[src/rtl/fooart_pkg.sv]
// Shared constants for the 16550-style host-link UART.
// Register offsets, IIR codes, bit indices, trigger decode.
package fooart_pkg;

    localparam logic [2:0] ADDR_RBR = 3'd0;
    localparam logic [2:0] ADDR_IER = 3'd1;
    localparam logic [2:0] ADDR_IIR = 3'd2;
    localparam logic [2:0] ADDR_LCR = 3'd3;
    localparam logic [2:0] ADDR_MCR = 3'd4;
    localparam logic [2:0] ADDR_LSR = 3'd5;
    localparam logic [2:0] ADDR_MSR = 3'd6;
    localparam logic [2:0] ADDR_SCR = 3'd7;

    localparam logic [3:0] IIR_RLS  = 4'h6;
    localparam logic [3:0] IIR_RDA  = 4'h4;
    localparam logic [3:0] IIR_CTO  = 4'hC;
    localparam logic [3:0] IIR_THRE = 4'h2;
    localparam logic [3:0] IIR_NONE = 4'h1;

    localparam int LSR_DR   = 0;
    localparam int LSR_OE   = 1;
    localparam int LSR_THRE = 5;
    localparam int LSR_TEMT = 6;

    localparam int IER_RDA  = 0;
    localparam int IER_THRE = 1;
    localparam int IER_RLS  = 2;

    localparam int FCR_EN    = 0;
    localparam int FCR_RXCLR = 1;
    localparam int FCR_TXCLR = 2;

    localparam int MCR_LOOP = 4;
    localparam int LCR_DLAB = 7;

    // FCR[7:6] to RX trigger level in entries
    function automatic logic [4:0] trig_level(input logic [1:0] sel);
        logic [4:0] lvl;
        unique case (sel)
            2'b00:   lvl = 5'd1;
            2'b01:   lvl = 5'd4;
            2'b10:   lvl = 5'd8;
            default: lvl = 5'd14;
        endcase
        return lvl;
    endfunction

endpackage

[src/rtl/fooart_fifo.sv]
// Synchronous FIFO with a run-time depth limit.
// Limit of 1 gives single-entry 16450 behaviour.
module fooart_fifo #(
    parameter int WIDTH = 8,
    parameter int DEPTH = 16
) (
    input  logic                     i_clk,
    input  logic                     i_reset,
    input  logic                     i_clr,
    input  logic                     i_push,
    input  logic                     i_pop,
    input  logic [WIDTH-1:0]         i_data,
    input  logic [$clog2(DEPTH):0]   i_limit,
    output logic [WIDTH-1:0]         o_data,
    output logic [$clog2(DEPTH):0]   o_count,
    output logic                     o_full,
    output logic                     o_empty
);
    localparam int AW = $clog2(DEPTH);
    localparam int CW = AW + 1;

    logic [WIDTH-1:0] mem_q [DEPTH];
    logic [AW-1:0]    wr_ptr_q;
    logic [AW-1:0]    rd_ptr_q;
    logic [CW-1:0]    count_q;
    logic [CW-1:0]    count_d;
    logic             push_ok;
    logic             pop_ok;

    assign o_full  = (count_q >= i_limit);
    assign o_empty = (count_q == '0);
    assign o_count = count_q;
    assign o_data  = mem_q[rd_ptr_q];

    assign push_ok = i_push & ~o_full & ~i_clr;
    assign pop_ok  = i_pop & ~o_empty & ~i_clr;

    // Occupancy next-state from accepted push/pop
    always_comb begin
        count_d = count_q;
        unique case ({push_ok, pop_ok})
            2'b10:   count_d = count_q + CW'(1);
            2'b01:   count_d = count_q - CW'(1);
            default: count_d = count_q;
        endcase
    end

    // Pointers and count; clear beats any same-cycle push
    always_ff @(posedge i_clk or posedge i_reset) begin
        if (i_reset) begin
            wr_ptr_q <= '0;
            rd_ptr_q <= '0;
            count_q  <= '0;
        end else if (i_clr) begin
            wr_ptr_q <= '0;
            rd_ptr_q <= '0;
            count_q  <= '0;
        end else begin
            if (push_ok) wr_ptr_q <= wr_ptr_q + AW'(1);
            if (pop_ok)  rd_ptr_q <= rd_ptr_q + AW'(1);
            count_q <= count_d;
        end
    end

    // Storage array, no reset needed
    always_ff @(posedge i_clk) begin
        if (push_ok) mem_q[wr_ptr_q] <= i_data;
    end

endmodule

[src/rtl/fooart16550_core.sv]
// 16550-compatible register front end for the simulator host link.
// Host side is a parallel byte stream; divisor/LCR are storage only.
module fooart16550_core
    import fooart_pkg::*;
#(
    parameter int FIFO_DEPTH     = 16,
    parameter int TIMEOUT_CYCLES = 64
) (
    input  logic       i_clk,
    input  logic       i_reset,
    input  logic       i_cs,
    input  logic [2:0] i_addr,
    input  logic       i_rd,
    input  logic       i_wr,
    input  logic [7:0] i_data,
    output logic [7:0] o_data,
    input  logic [7:0] i_rx,
    input  logic       i_rx_valid,
    output logic       o_rx_ready,
    output logic [7:0] o_tx,
    output logic       o_tx_valid,
    input  logic       i_tx_ready,
    output logic       o_int
);
    localparam int CW = $clog2(FIFO_DEPTH) + 1;
    localparam int TW = $clog2(TIMEOUT_CYCLES + 1);

    logic [3:0]    ier_q;
    logic [7:0]    lcr_q;
    logic [4:0]    mcr_q;
    logic [7:0]    scr_q;
    logic [7:0]    dll_q;
    logic [7:0]    dlm_q;
    logic          fcr_en_q;
    logic [1:0]    fcr_trig_q;
    logic          oe_q, oe_d;
    logic          thre_q, thre_d;
    logic [TW-1:0] tmo_q, tmo_d;
    logic          int_q;

    logic          rd_en, wr_en, dlab, loop;
    logic          thr_wr, rbr_rd, iir_rd, lsr_rd;
    logic          ier_wr, fcr_wr, fcr_chg;
    logic [CW-1:0] limit, trig;

    logic          rx_clr, rx_push, rx_pop, rx_acc, rx_full, rx_empty;
    logic [7:0]    rx_din, rx_dout;
    logic [CW-1:0] rx_count;
    logic          tx_clr, tx_push, tx_pop, tx_acc, tx_full, tx_empty;
    logic [CW-1:0] tx_count;
    logic          tx_to_empty, ier_rise, tmo_hit;
    logic [3:0]    iir_id;
    logic [7:0]    lsr, iir;

    assign rd_en = i_cs & i_rd;
    assign wr_en = i_cs & i_wr;
    assign dlab  = lcr_q[LCR_DLAB];
    assign loop  = mcr_q[MCR_LOOP];

    assign thr_wr = wr_en & (i_addr == ADDR_RBR) & ~dlab;
    assign ier_wr = wr_en & (i_addr == ADDR_IER) & ~dlab;
    assign fcr_wr = wr_en & (i_addr == ADDR_IIR);
    assign rbr_rd = rd_en & (i_addr == ADDR_RBR) & ~dlab;
    assign iir_rd = rd_en & (i_addr == ADDR_IIR);
    assign lsr_rd = rd_en & (i_addr == ADDR_LSR);

    assign fcr_chg = fcr_wr & (i_data[FCR_EN] != fcr_en_q);
    assign rx_clr  = fcr_wr & (i_data[FCR_RXCLR] | fcr_chg);
    assign tx_clr  = fcr_wr & (i_data[FCR_TXCLR] | fcr_chg);

    assign limit = fcr_en_q ? CW'(FIFO_DEPTH) : CW'(1);
    assign trig  = fcr_en_q ? CW'(trig_level(fcr_trig_q)) : CW'(1);

    assign o_rx_ready = ~rx_full & ~loop;
    assign rx_push    = loop ? thr_wr : (i_rx_valid & o_rx_ready);
    assign rx_din     = loop ? i_data : i_rx;
    assign rx_pop     = rbr_rd & ~rx_empty;
    assign rx_acc     = rx_push & ~rx_full & ~rx_clr;

    assign o_tx_valid = ~tx_empty & ~loop;
    assign tx_push    = thr_wr & ~loop;
    assign tx_pop     = o_tx_valid & i_tx_ready;
    assign tx_acc     = tx_push & ~tx_full & ~tx_clr;

    assign tx_to_empty = ~tx_empty & (tx_clr |
                         (tx_pop & (tx_count == CW'(1)) & ~tx_acc));
    assign ier_rise = ier_wr & i_data[IER_THRE] & ~ier_q[IER_THRE] & tx_empty;
    assign tmo_hit  = (tmo_q == TW'(TIMEOUT_CYCLES));

    fooart_fifo #(.WIDTH(8), .DEPTH(FIFO_DEPTH)) u_rx_fifo (
        .i_clk   (i_clk),
        .i_reset (i_reset),
        .i_clr   (rx_clr),
        .i_push  (rx_push),
        .i_pop   (rx_pop),
        .i_data  (rx_din),
        .i_limit (limit),
        .o_data  (rx_dout),
        .o_count (rx_count),
        .o_full  (rx_full),
        .o_empty (rx_empty)
    );

    fooart_fifo #(.WIDTH(8), .DEPTH(FIFO_DEPTH)) u_tx_fifo (
        .i_clk   (i_clk),
        .i_reset (i_reset),
        .i_clr   (tx_clr),
        .i_push  (tx_push),
        .i_pop   (tx_pop),
        .i_data  (i_data),
        .i_limit (limit),
        .o_data  (o_tx),
        .o_count (tx_count),
        .o_full  (tx_full),
        .o_empty (tx_empty)
    );

    // Highest-priority pending interrupt source
    always_comb begin
        if (oe_q & ier_q[IER_RLS])
            iir_id = IIR_RLS;
        else if ((rx_count >= trig) & ier_q[IER_RDA])
            iir_id = IIR_RDA;
        else if (tmo_hit & ier_q[IER_RDA])
            iir_id = IIR_CTO;
        else if (thre_q & ier_q[IER_THRE])
            iir_id = IIR_THRE;
        else
            iir_id = IIR_NONE;
    end

    assign iir = {fcr_en_q, fcr_en_q, 2'b00, iir_id};

    assign lsr = {1'b0, tx_empty, tx_empty, 3'b000, oe_q, ~rx_empty};

    // Next-state for overrun, THRE flag and timeout counter
    always_comb begin
        oe_d = oe_q;
        if (lsr_rd) oe_d = 1'b0;
        if (loop & thr_wr & rx_full) oe_d = 1'b1;

        thre_d = thre_q;
        if (thr_wr | (iir_rd & (iir_id == IIR_THRE))) thre_d = 1'b0;
        if (tx_to_empty | ier_rise) thre_d = 1'b1;

        tmo_d = '0;
        if (rx_acc | rx_pop)
            tmo_d = '0;
        else if ((rx_count != '0) & (rx_count < trig))
            tmo_d = tmo_hit ? tmo_q : tmo_q + TW'(1);
    end

    // Bus-visible configuration registers
    always_ff @(posedge i_clk or posedge i_reset) begin
        if (i_reset) begin
            ier_q      <= 4'h0;
            lcr_q      <= 8'h00;
            mcr_q      <= 5'h00;
            scr_q      <= 8'h00;
            dll_q      <= 8'h01;
            dlm_q      <= 8'h00;
            fcr_en_q   <= 1'b0;
            fcr_trig_q <= 2'b00;
        end else if (wr_en) begin
            unique case (i_addr)
                ADDR_RBR: if (dlab) dll_q <= i_data;
                ADDR_IER: begin
                    if (dlab) dlm_q <= i_data;
                    else      ier_q <= i_data[3:0];
                end
                ADDR_IIR: begin
                    fcr_en_q   <= i_data[FCR_EN];
                    fcr_trig_q <= i_data[7:6];
                end
                ADDR_LCR: lcr_q <= i_data;
                ADDR_MCR: mcr_q <= i_data[4:0];
                ADDR_SCR: scr_q <= i_data;
                default:  ;
            endcase
        end
    end

    // Status flags, timeout counter and registered interrupt
    always_ff @(posedge i_clk or posedge i_reset) begin
        if (i_reset) begin
            oe_q   <= 1'b0;
            thre_q <= 1'b0;
            tmo_q  <= '0;
            int_q  <= 1'b0;
        end else begin
            oe_q   <= oe_d;
            thre_q <= thre_d;
            tmo_q  <= tmo_d;
            int_q  <= (iir_id != IIR_NONE);
        end
    end

    assign o_int = int_q;

    // Read-data mux, zero when not reading
    always_comb begin
        o_data = 8'h00;
        if (rd_en) begin
            unique case (i_addr)
                ADDR_RBR: o_data = dlab ? dll_q : (rx_empty ? 8'h00 : rx_dout);
                ADDR_IER: o_data = dlab ? dlm_q : {4'h0, ier_q};
                ADDR_IIR: o_data = iir;
                ADDR_LCR: o_data = lcr_q;
                ADDR_MCR: o_data = {3'b000, mcr_q};
                ADDR_LSR: o_data = lsr;
                ADDR_MSR: o_data = 8'h00;
                default:  o_data = scr_q;
            endcase
        end
    end

endmodule

[config.mk]
export PLATFORM = sky130hd
export DESIGN_NAME = fooart16550_core
export DESIGN_NICKNAME = d
export VERILOG_FILES = /design/src/rtl/fooart_pkg.sv /design/src/rtl/fooart_fifo.sv /design/src/rtl/fooart16550_core.sv
export SDC_FILE = /design/constraint.sdc
export NUM_CORES = 1
export LEC_CHECK = 0
export CAP_MARGIN = 10
export CORE_ASPECT_RATIO = 0.75
export CORE_UTILIZATION = 47
export DETAILED_ROUTE_END_ITERATION = 7
export GPL_TIMING_DRIVEN = 0
export PLACE_DENSITY_LB_ADDON = 0.15
export SLEW_MARGIN = 20
export SYNTH_ARGS = -nofsm -noshare
export SYNTH_HDL_FRONTEND = slang
export SYNTH_SLANG_ARGS = --single-unit
export TNS_END_PERCENT = 50
[constraint.sdc]
create_clock -name i_clk -period 3 [get_ports i_clk]
set_input_delay 0.6 -clock i_clk [delete_from_list [all_inputs] [get_ports i_clk]]
set_output_delay 0.6 -clock i_clk [all_outputs]
set_load 0.01 [all_outputs]
; ---- After elaboration in Yosys (flattened, before gate mapping)
; Memory sizes are Yosys's and may differ from the RTL's.
; Index checks and enable logic that the tools add are counted.
[word_totals]
reg_bits = 80
ram_bits = 256
mem_count = 2
elab_cells = 167
out_inout_bits = 19
[mem_list]
columns = name, depth, width, rd, rd_ports_with_merged_regs, wr, line_no
row1 = u_rx_fifo.mem_q, 16, 8, 1, 0, 1, fooart_fifo.sv:22  ; logic [WIDTH-1:0] mem_q [DEPTH];
row2 = u_tx_fifo.mem_q, 16, 8, 1, 0, 1, fooart_fifo.sv:22
[op_classes]
magnitude_cmp = 4
mux = 37
eq_ne = 19
bitwise = 58
n_reduce_logical = 20
n_addsub = 9
[ops]
columns = op, count
row1 = 8-bit case mux with 7 select lines, 1
row2 = 4-bit 2-to-1 mux, 11
row3 = 1-bit bitwise AND, 42
row4 = 8-bit 2-to-1 mux, 5
row5 = 7-bit 2-to-1 mux, 3
row6 = 5-bit 2-to-1 mux, 4
row7 = 5-bit case mux with 2 select lines, 2
row8 = "4-bit by 1-bit adder with 4-bit output, second input constant", 4
row9 = 5-bit >= comparator, 3
row10 = "3-bit == test, second input constant", 4
row11 = 4-bit case mux with 3 select lines, 1
row12 = 2-bit nonzero test, 6
row13 = "5-bit by 1-bit adder with 5-bit output, second input constant", 2
row14 = 5-bit zero test, 2
row15 = 1-bit inverter, 10
row16 = "5-bit by 1-bit subtractor with 5-bit output, second input constant", 2
row17 = 1-bit 2-to-1 mux, 9
row18 = 3-bit AND reduction, 3
row19 = 2-bit AND reduction, 4
row20 = "7-bit by 1-bit adder with 7-bit output, second input constant", 1
row21 = "7-bit == test, second input constant", 1
row22 = "2-bit by 1-bit == test with 1-bit output, second input constant", 3
row23 = "2-bit == test, second input constant", 3
row24 = "3-bit by 2-bit == test with 1-bit output, second input constant", 2
row25 = 13 further kinds, 19

; ---- Depth between registers and ports, before layout
; Gate-level depths: netlist (run 1).
[logic_depth]
ltp_word = 13
ltp_mapped = 15

; ---- Hierarchy
; From an unflattened synthesis (run 1), not the netlist that was laid out.
[unflattened]
hier_cells = 978
hier_area_um2 = 15127.0
[modules_own_cells]
columns = mod, cells_each, instances, area_per_inst_um2
row1 = fooart_fifo at u_rx_fifo, 335, 1, 5992.0
row2 = fooart_fifo at u_tx_fifo, 336, 1, 5974.5
row3 = fooart16550_core, 307, 1, 3160.5

; ---- Worst setup path before layout (run 1)
; OpenSTA, ideal clock, no wires.
[synth_timing]
kind = input to register
startpoint = input port i_addr[0]
endpoint = memory u_tx_fifo.mem_q[1][0], enable pin
n_path_buf = 2
t_required_ps = 2605
stages = 6
setup_time_ps = 395
setup_slack_ps = -388
t_arrival_ps = 2993
cell_sequence = buf_6 or4_4 or4_4 or2_2 buf_2 nor4_1
[synth_via]
elab_chain_len = 9
[synth_rtl]
columns = element, line_no
row1 = from (decl), fooart16550_core.sv:12  ; input logic [2:0] i_addr,
row2 = 3-bit by 2-bit == test with 1-bit output, fooart16550_core.sv:62  ; assign fcr_wr = wr_en & (i_addr == ADDR_IIR);
row3 = 1-bit bitwise AND, fooart16550_core.sv:62
row4 = 1-bit bitwise AND, fooart16550_core.sv:67  ; assign fcr_chg = fcr_wr & (i_data[FCR_EN] != fcr_en_q);
row5 = 1-bit OR, fooart16550_core.sv:69  ; assign tx_clr = fcr_wr & (i_data[FCR_TXCLR] | fcr_chg);
row6 = 1-bit bitwise AND, fooart16550_core.sv:69
row7 = 1-bit inverter, fooart_fifo.sv:35  ; assign push_ok = i_push & ~o_full & ~i_clr;
row8 = 1-bit bitwise AND *, fooart_fifo.sv:35
row9 = 1-bit 2-to-1 mux *, fooart_fifo.sv:67  ; if (push_ok) mem_q[wr_ptr_q] <= i_data;
row10 = 1-bit 2-to-1 mux (not written as such) *, fooart_fifo.sv:67
row11 = to (decl), fooart_fifo.sv:22
; Every way passes the cells marked *; elsewhere a longest branch is shown, timed or not.

; ---- Final worst setup path (run 1)
[layout_timing]
startpoint = register u_rx_fifo.rd_ptr_q[0]
endpoint = output port o_data[0]
[layout_via]
elab_chain_len = 5
[layout_rtl]
columns = element, line_no
row1 = from (decl), fooart_fifo.sv:24  ; logic [AW-1:0] rd_ptr_q;
row2 = from (signal assigned), fooart_fifo.sv:60  ; if (pop_ok) rd_ptr_q <= rd_ptr_q + AW'(1);
row3 = memory read 16 x 8 bit, -
row4 = 8-bit 2-to-1 mux (2 in series), fooart16550_core.sv:205  ; ADDR_RBR: o_data = dlab ? dll_q : (rx_empty ? 8'h00 : rx_dout);
row5 = 8-bit case mux with 7 select lines, fooart16550_core.sv:204  ; unique case (i_addr)
row6 = 8-bit 2-to-1 mux, fooart16550_core.sv:203  ; if (rd_en) begin
row7 = to (decl), fooart16550_core.sv:16  ; output logic [7:0] o_data,
; No other way between the ends.

==> results by group, run 1 <==
Power
  • Power density cells: 846 mW/mm^2
  • Leak pwr: 6.17 nW
  • Peak supply drop: 0.399 mV
  • Total power: 0.0148 W

Cells and area
  • Ant. Diodes: 0
  • Final instance area: 0.0175 mm^2
  • Final net count: 1059
  • Non-Filler Instances: 1427
  • Area Overhead vs Synth: 20.6%
  • Commonest non-fill, non-tap cell in the layout: edfxtp_1
  • Most frequent cells in the layout: edfxtp_1, mux4_2, dfrtp_1
  • Layout cells sized above 1: 0.337

Critical path
  • CP Launch Point: u_rx_fifo.rd_ptr_q[0]
  • Capture point of the worst reg-to-reg path: u_tx_fifo.mem_q[10][2]
  • CP max stage cell: mux4_2
  • Worst R2R Setup Slack: 0.15 ns
  • Reg2reg start: fcr_en_q
  • Worst Setup End Kind: output port
  • Cell family with most CP delay: multiplexers
  • CP max stage delay: 0.52 ns
  • Worst Reg2Reg Path Length in Cells: 8
  • Arrival time worst endpoint: 2.78 ns
  • Setup CP Type: reg2out
  • Most common cell on crit path: mux4_2
  • CP max FO: 8
  • Crit path capture: o_data[0]
  • Critical path depth: 7
  • Crit path cell chain: clkbuf_16 -> buf_6 -> mux4_2 -> mux4_2 -> a221oi_4 -> a21oi_2 -> buf_2
  • CP Buf/Inv Count: 3
  • Worst Path Required: 2.40 ns
  • Worst Setup Start Kind: flop

Clocking
  • Clk_lat worst skew: 0.53 ns
  • Clock sinks: 336
  • Clock buffer depth: 3
  • Hold_buf cts: 0
  • H-tree levels: 2
  • CTS Root Cell: clkbuf_16
  • TritonCTS Buffers: 35
  • CTS tree: built
  • Reg clk slew, reported paths: 0.06 ns

Logic synthesis
  • EDFF count, synth: 256
  • YS warnings: 0
  • Synth top area share: 0.529
  • Synth area leader: edfxtp_1
  • Register bit total from synthesis: 336
  • Main flop type after synthesis: edfxtp_1
  • Post-synthesis sequential area ratio: 0.667
  • Count of cell types in the netlist: 55
  • Post-synth ARST share: 0.238
  • Avg Inst Size Synth: 16.4 um^2
  • Syn_nets: 941
  • Synthesized cell area: 0.0145 mm^2
  • Cell count after synthesis: 888
  • Largest cells by area after synthesis: edfxtp_1, dfrtp_1, mux4_2, mux2_2, ha_1

Global routing
  • Vias in the first global route: 8239
  • First-pass GRT wire length: 51100 um
  • Largest net degree at the start of global routing: 49
  • GRT Total Usage: 0.220
  • Gr busiest metal: met1
  • Gr ovfl total: 0
  • Met1 Use GR: 0.374
  • Met3 Resource Use GR: 0.0360
  • M2 GR Usage: 0.291
  • Initial antenna violation count: 0

STA
  • Final hold slack: 0.458 ns
  • Worst setup margin: -0.378 ns
  • Final hold vios: 0
  • Slew headroom: 0.282
  • Final clock skew: 0.0203 ns
  • Worst-Margin Slew: 1.07 ns
  • Total negative setup slack: -2.38 ns
  • Setup violations, final: 12
  • Max Freq: 296 MHz
  • Max-slew violation count: 0
  • Post-route minimum period: 3.38 ns
  • Final Cycle Share: 1.13
  • RSZ-0062 raised after global routing: true

Route
  • Final wirelength: 33400 um
  • DR vias: 8264
  • Vias/cell: 5.79
  • # DRC: 0
  • Drt wl/cell: 23.4 um
  • DR iter-0 viols: 728
  • Antenna viol nets, final: 0
  • DR pass1 iterations: 5

Flow run
  • Maximum capacitance violations: 0

Floorplanning
  • Initial Util: 0.480
  • Core Region: 0.0303 mm^2
  • Core Rows: 55
  • Die Footprint: 0.0316 mm^2
  • Die height: 154 um
  • Die Span X: 205 um
  • IO Pins: 45

Placement
  • Final Wtd Congestion: 0.895
  • IO Port Bufs: 43
  • DP Wirelength: 22300 um
  • DP Area: 0.0155 mm^2
  • Cells after DPL: 1332

Status
  • Failing checks: setup timing
  • Status: complete, but fails checks

Worst hold path
  • Hold WC Path Type: in2async
final cells by class:
cell class                 instances  area, um^2
fill                            2356       12800
clock inverter                    15         155
inverter                          22        87.6
multi-input combinational        485        4940
buffer                            39         295
timing repair buffer              87         920
sequential                       336        9700
clock buffer                      44         930
tap                              399         499
through the flow:
step	setup WS, ns	utilization
floorplan	-0.0601	-
global placement	-1.32	0.511
detailed placement	-1.32	0.513
CTS	-0.405	0.568
global route	-0.475	0.579
finish	-0.378	0.579
cells in the mapped netlist (all sizes together) (2+ instances only):
library cell  number
a22oi              5
xor2              16
nor3              11
clkbuf            32
and3              11
or4                2
nand3b             3
nor4               4
a221oi             3
o21a               3
a31oi              6
mux4              78
buf               13
nand3             21
nor2              61
nor2b              5
or3                2
mux2i             10
nand4              7
a21oi             16
a211oi             2
ha                26
xnor2              6
nand2             48
edfxtp           256
inv               22
nor3b              4
a32o               2
dfrtp             79
o221ai             4
mux2              54
and2              20
o211ai             2
o21ai             37
o31ai              2
nand2b             4
sequential cells by signal, summed over array words and instances, names as in the netlist:
signal	count
u_tx_fifo.mem_q	128
u_rx_fifo.o_count	5
tmo_q	7
oe_q	1
u_rx_fifo.wr_ptr_q	4
u_tx_fifo.o_count	5
lcr_q	8
fcr_trig_q	2
u_tx_fifo.rd_ptr_q	4
u_rx_fifo.rd_ptr_q	4
dlm_q	8
o_int	1
scr_q	8
u_rx_fifo.mem_q	128
u_tx_fifo.wr_ptr_q	4
ier_q	4
fcr_en_q	1
thre_q	1
dll_q	8
mcr_q	5
where the power goes:
part           internal, W  switching, W
registers          0.00547      0.000351
logic              0.00255       0.00230
clock network      0.00238       0.00177
total               0.0104       0.00442
metal layers:
metal | routed length [um] | vias up
li1 | - | 3685
met2 | 13900 | 254
met5 | 0 | -
met1 | 16700 | 4272
met3 | 2210 | 53
met4 | 620 | 0
worst min-delay path by stage:
stage | endpoint | slack (ns) | depth (start not counted) | startpoint
after floorplan | lcr_q[5] | 0.48 | 1 | lcr_q[5]
after global placement | scr_q[3] | 0.48 | 1 | scr_q[3]
after detailed placement | scr_q[4] | 0.49 | 1 | scr_q[4]
after CTS | u_tx_fifo.rd_ptr_q[2] | 0.46 | 2 | i_reset
after global routing | u_tx_fifo.rd_ptr_q[2] | 0.51 | 2 | i_reset
final | u_tx_fifo.o_count[2] | 0.46 | 2 | i_reset
cells by family after synthesis:
logic type / count (synthesis) / share of synthesized area
flops: 336 / 0.667
fa+ha+maj: 27 / 0.0238
buf+inv: 67 / 0.0182
simple gates: 206 / 0.0706
compound gates: 88 / 0.0376
mux: 142 / 0.170
xor+xnor: 22 / 0.0133
repair_timing:
action                                  in CTS  in global routing
endpoints found under the setup margin     284                144
endpoints found under the hold margin        0                  0
resized for setup                          208                 51
pin swaps                                    6                 18
cloned                                       2                  2
buffers inserted                            24                 15
Note: power is estimated with default switching activity, not from simulation.
==> run 2: changes to the inputs <==
--- a/config.mk
+++ b/config.mk
@@ -11,6 +11,7 @@
 export DETAILED_ROUTE_END_ITERATION = 7
 export GPL_TIMING_DRIVEN = 0
 export PLACE_DENSITY_LB_ADDON = 0.15
+export RECOVER_POWER = 100
 export SLEW_MARGIN = 20
 export SYNTH_ARGS = -nofsm -noshare
 export SYNTH_HDL_FRONTEND = slang
==> run 2 against run 1 <==
The run ends with capacitance limit, slew limit, setup timing left. Sequential power hardly changed. Non-clock buffer count did not move. Flip-flop and latch count unchanged. Sequential share of layout area is 0.15 points higher. Via count unchanged. Fmax about the same. Power fell by 0.15%. Global-route usage is the same. First-iteration DRC count rose by 1.5%. Clock power is essentially flat. Register-to-register slack lost 0.05 ns. Hold slack improved by 0.041 ns. Critical path type unchanged. Largest cell class unchanged.
==> results by group, run 2 (same netlist as run 1, synthesis figures left out) <==
STA
  • Total negative setup slack: -23.73 ns
  • RSZ-0062 raised after global routing: true
  • Final Cycle Share: 1.13
  • Worst setup margin: -0.376 ns
  • Worst-Margin Slew: 1.56 ns
  • Setup violations, final: 110
  • Final clock skew: 0.0200 ns
  • Max Freq: 296 MHz
  • Slew headroom: -0.0435
  • Max-slew violation count: 34
  • Final hold vios: 0
  • Post-route minimum period: 3.38 ns

Route
  • Drt wl/cell: 23.5 um
  • Antenna viol nets, final: 0
  • DR vias: 8264
  • # DRC: 0
  • DR pass1 iterations: 6
  • Vias/cell: 5.79
  • Final wirelength: 33500 um
  • DR iter-0 viols: 739

Cells and area
  • Largest registers: u_rx_fifo.mem_q x128, u_tx_fifo.mem_q x128
  • Commonest non-fill, non-tap cell in the layout: edfxtp_1
  • Ant. Diodes: 0
  • # fillers: 2366
  • Layout cells sized above 1: 0.323
  • Final net count: 1059
  • Most frequent cells in the layout: edfxtp_1, mux4_2, dfrtp_1
  • Non-Filler Instances: 1427
  • Area Overhead vs Synth: 20.3%
  • Post-layout util: 0.577

Clocking
  • H-tree levels: 2
  • Clock sinks: 336
  • CTS tree: built
  • TritonCTS Buffers: 35
  • Clk_lat worst skew: 0.53 ns
  • Clock buffer depth: 3
  • Reg clk slew, reported paths: 0.06 ns
  • Hold_buf cts: 0
  • CTS Root Cell: clkbuf_16

Power
  • Switching portion of total power: 0.298
  • Net Switching: 0.00442 W
  • Logic pwr share: 0.326
  • Sequential share of power: 0.394
  • Power density cells: 847 mW/mm^2
  • Leak pwr: 6.15 nW
  • Peak supply drop: 0.399 mV
  • Int Power: 0.0104 W
  • Clock power frac: 0.280

Floorplanning
  • Initial Util: 0.480
  • Die Footprint: 0.0316 mm^2
  • Core Rows: 55
  • Die Span X: 205 um
  • Core Region: 0.0303 mm^2
  • IO Pins: 45
  • Die height: 154 um

Status
  • Status: complete, but fails checks
  • Failing checks: capacitance limit, slew limit, setup timing

Global routing
  • Vias in the first global route: 8239
  • First-pass GRT wire length: 51100 um
  • Largest net degree at the start of global routing: 49
  • Initial antenna violation count: 0
  • GRT Total Usage: 0.220
  • Gr ovfl total: 0

Critical path
  • Setup CP Type: reg2out
  • CP max FO: 8
  • Worst Setup End Kind: output port
  • Arrival time worst endpoint: 2.78 ns
  • Worst Setup Start Kind: flop
  • Worst Path Required: 2.40 ns

Placement
  • Cells after DPL: 1332
  • IO Port Bufs: 43
  • DP Wirelength: 22300 um
  • Final Wtd Congestion: 0.895

Worst hold path
  • Hold WC Path Type: reg2reg

Flow run
  • Maximum capacitance violations: 1
[run 2: power groups by stage]
stage	combinational (W)	clock (W)	sequential [W]
2_1_floorplan	0.00272	0	0.00575
3_3_place_gp	0.00388	0	0.00583
3_5_place_dp	0.00394	0	0.00584
4_1_cts	0.00451	0.00422	0.00582
5_1_grt	0.00521	0.00440	0.00587
6_report	0.00483	0.00415	0.00582
[run 2: final cells by class]
type / instances / area, um^2 / share of cell area
multi-input combinational: 485 / 4920 / 0.282
tap: 399 / 499 / 0.0286
timing repair buffer: 87 / 892 / 0.0511
buffer: 39 / 290 / 0.0166
clock buffer: 44 / 930 / 0.0532
clock inverter: 15 / 155 / 0.00888
sequential: 336 / 9700 / 0.555
inverter: 22 / 86.3 / 0.00494
[run 2: repair_timing]
action,in CTS,in global routing
endpoints found under the hold margin,0,0
resized for setup,208,51
buffers inserted,24,15
cloned,2,2
setup endpoints to repair,284,144
pin swaps,6,18
[run 2: metrics by stage]
step | worst slack, ns | power, W | hold WS (ns) | area [um^2]
2_1_floorplan | -0.0601 | 0.00847 | 0.475 | 14500
3_3_place_gp | -1.32 | 0.00971 | 0.485 | 15500
3_5_place_dp | -1.32 | 0.00977 | 0.490 | 15500
4_1_cts | -0.405 | 0.0145 | 0.463 | 17200
5_1_grt | -0.490 | 0.0155 | 0.517 | 17500
6_report | -0.376 | 0.0148 | 0.499 | 17500
[run 2: worst paths after layout]
path / from / end / slack [ns] / depth (start not counted)
max: u_rx_fifo.rd_ptr_q[0] / o_data[0] / -0.38 / 7
min: scr_q[4] / scr_q[4] / 0.50 / 1
max reg2reg: fcr_en_q / u_rx_fifo.mem_q[4][2] / 0.10 / 10
min reg2reg: scr_q[4] / scr_q[4] / 0.50 / 1
min in group asynchronous: i_reset / u_tx_fifo.o_count[2] / 0.90 / 2
max in group asynchronous: i_reset / lcr_q[7] / 0.63 / 3
[run 2: routing by layer]
| layer | GRT usage | wire, um |
|---|---|---|
| met1 | 0.374 | 17200 |
| met2 | 0.291 | 13800 |
| met3 | 0.0360 | 1920 |
| met4 | 0.0501 | 619 |
| met5 | 0 | 0 |
[run 2: critical path, cell delays in order (launching register included)]
cell	delay, ns
dfrtp_1	0.38
clkbuf_16	0.18
buf_6	0.10
mux4_2	0.49
mux4_2	0.52
a221oi_4	0.34
a21oi_2	0.11
buf_2	0.15
==> run 3: changes to the inputs <==
--- a/config.mk
+++ b/config.mk
@@ -8,6 +8,7 @@
 export CAP_MARGIN = 10
 export CORE_ASPECT_RATIO = 0.75
 export CORE_UTILIZATION = 47
+export CTS_CLUSTER_SIZE = 10
 export DETAILED_ROUTE_END_ITERATION = 7
 export GPL_TIMING_DRIVEN = 0
 export PLACE_DENSITY_LB_ADDON = 0.15
==> run 3 against run 2 <==
The run still ends with capacitance limit, slew limit, setup timing left. Global-route usage is 0.23 points higher. Worst setup slack worse by 0.019 ns. Clock-buffer cell count up 24. Sequential power barely moved. First-iteration DRC count decreased by 4.3%. Via count grew 0.74%. Clock power is 2% higher. Critical path depth rose by 2. Final cell count grew 1.9%.
==> results by group, run 3 (same netlist as run 1, synthesis figures left out) <==
Status
  • Status: complete, but fails checks
  • Failing checks: capacitance limit, slew limit, setup timing

Cells and area
  • Largest registers: u_rx_fifo.mem_q x128, u_tx_fifo.mem_q x128
  • Ant. Diodes: 0
  • Final instance area: 0.0176 mm^2
  • # fillers: 2382
  • Final net count: 1078
  • Commonest non-fill, non-tap cell in the layout: edfxtp_1
  • Layout cells sized above 1: 0.324
  • Most frequent cells in the layout: edfxtp_1, mux4_2, dfrtp_1
  • Non-Filler Instances: 1454
  • Area Overhead vs Synth: 20.8%

Power
  • Peak supply drop: 0.503 mV
  • Switching portion of total power: 0.298
  • Leak pwr: 6.20 nW
  • Sequential share of power: 0.389
  • Clock power frac: 0.284
  • Power density cells: 853 mW/mm^2
  • Net Switching: 0.00446 W
  • Logic pwr share: 0.327
  • Int Power: 0.0105 W

Global routing
  • Initial antenna violation count: 0
  • GRT Total Usage: 0.222
  • Gr ovfl total: 0
  • Largest net degree at the start of global routing: 49
  • Vias in the first global route: 8358
  • First-pass GRT wire length: 51700 um

Route
  • Drt wl/cell: 23.2 um
  • # DRC: 0
  • DR iter-0 viols: 707
  • Antenna viol nets, final: 0
  • DR vias: 8325
  • Final wirelength: 33700 um
  • Vias/cell: 5.73
  • DR pass1 iterations: 7

Placement
  • DP Area: 0.0155 mm^2
  • IO Port Bufs: 43
  • Cells after DPL: 1332
  • Place WS: -1.32 ns
  • DP Wirelength: 22300 um
  • Final Wtd Congestion: 0.895

Critical path
  • Worst R2R Setup Slack: -0.08 ns
  • Worst Reg2Reg Path Length in Cells: 8
  • Setup CP Type: reg2out
  • Arrival time worst endpoint: 2.80 ns
  • Reg2reg start: fcr_en_q
  • CP Launch Point: u_rx_fifo.rd_ptr_q[0]
  • Capture point of the worst reg-to-reg path: u_tx_fifo.mem_q[9][5]
  • Worst Setup Start Kind: flop
  • CP max FO: 6
  • Worst Path Required: 2.40 ns
  • Crit path capture: o_data[5]
  • Worst Setup End Kind: output port

Clocking
  • Clk_lat worst skew: 0.54 ns
  • H-tree levels: 2
  • CTS Root Cell: clkbuf_16
  • TritonCTS Buffers: 39
  • CTS tree: built
  • Hold_buf cts: 0
  • Clock buffer depth: 3
  • Reg clk slew, reported paths: 0.06 ns
  • Clock sinks: 336

STA
  • Final hold vios: 0
  • RSZ-0062 raised after global routing: true
  • Worst setup margin: -0.395 ns
  • Final clock skew: 0.0216 ns
  • Worst-Margin Slew: 1.53 ns
  • Final Cycle Share: 1.13
  • Setup violations, final: 140
  • Max-slew violation count: 34
  • Slew headroom: -0.0225
  • Post-route minimum period: 3.40 ns
  • Max Freq: 295 MHz

Floorplanning
  • Die Footprint: 0.0316 mm^2
  • IO Pins: 45
  • Die height: 154 um
  • Initial Util: 0.480
  • Core Region: 0.0303 mm^2
  • Die Span X: 205 um
  • Core Rows: 55

Flow run
  • Maximum capacitance violations: 1

Worst hold path
  • Worst Hold Depth: 1
  • Hold WC Path Type: reg2reg
## run 3: cell types whose count changed in the layout (fill, tap and decap cells not counted), sizes merged
cell      delta
inv          -1
clkinvlp     -1
bufbuf       -1
buf         +18
clkinv       -8
bufinv       -2
clkbuf      +22
## run 3: cell type report
| type | instances | area (um^2) | area share |
|---|---|---|---|
| inverter | 22 | 83.8 | 0.00478 |
| multi-input combinational | 485 | 4910 | 0.280 |
| sequential | 336 | 9700 | 0.552 |
| tap | 399 | 499 | 0.0284 |
| clock buffer | 68 | 1080 | 0.0618 |
| clock inverter | 3 | 37.5 | 0.00214 |
| timing repair buffer | 104 | 963 | 0.0549 |
| buffer | 37 | 280 | 0.0160 |
## run 3: stage by stage
stage          TNS (ns)  hold WS [ns]  utilization  power [W]
2_1_floorplan    -0.921         0.475            -    0.00847
3_3_place_gp    -374.72         0.485        0.511    0.00971
3_5_place_dp    -278.29         0.490        0.513    0.00977
4_1_cts           -3.47         0.455        0.572     0.0148
5_1_grt          -55.49         0.517        0.580     0.0157
6_report         -22.22         0.499        0.580     0.0150
## run 3: repair_timing
item	4_1_cts	5_1_grt
resized for setup	219	51
hold endpoints to repair	0	0
endpoints found under the setup margin	283	232
setup buffers	36	26
gates cloned	1	0
pin swaps	14	12
## run 3: metal layers
layer / share of wire / vias up / wire [um] / global-route usage
met5: 0 / - / 0 / 0
met4: 0.017 / 0 / 567 / 0.0462
met3: 0.063 / 40 / 2130 / 0.0461
met2: 0.41 / 247 / 13900 / 0.295
met1: 0.51 / 4322 / 17100 / 0.372
li1: - / 3716 / - / -
## run 3: worst min-delay path by stage
stage,from,to,slack (ns)
after floorplan,lcr_q[5],lcr_q[5],0.48
after detailed placement,scr_q[4],scr_q[4],0.49
after CTS,i_reset,u_tx_fifo.o_count[2],0.45
after global placement,scr_q[3],scr_q[3],0.48
final,scr_q[4],scr_q[4],0.50
after global routing,scr_q[5],scr_q[5],0.52
## run 3: power groups by stage
stage / Combinational (W) / Sequential (W) / Clock, W
after floorplan: 0.00272 / 0.00575 / 0
after global placement: 0.00388 / 0.00583 / 0
after detailed placement: 0.00394 / 0.00584 / 0
after CTS: 0.00463 / 0.00582 / 0.00432
after global routing: 0.00528 / 0.00588 / 0.00453
final: 0.00489 / 0.00583 / 0.00425
## run 3: critical path: stages, from the launching register on
cell and delay, ns:
dfrtp_1 0.40, clkbuf_16 0.17, buf_12 0.13, buf_12 0.13, buf_6 0.11, mux4_2 0.44, mux4_2 0.52, a21oi_2 0.15
nor2_2 0.06, buf_2 0.15
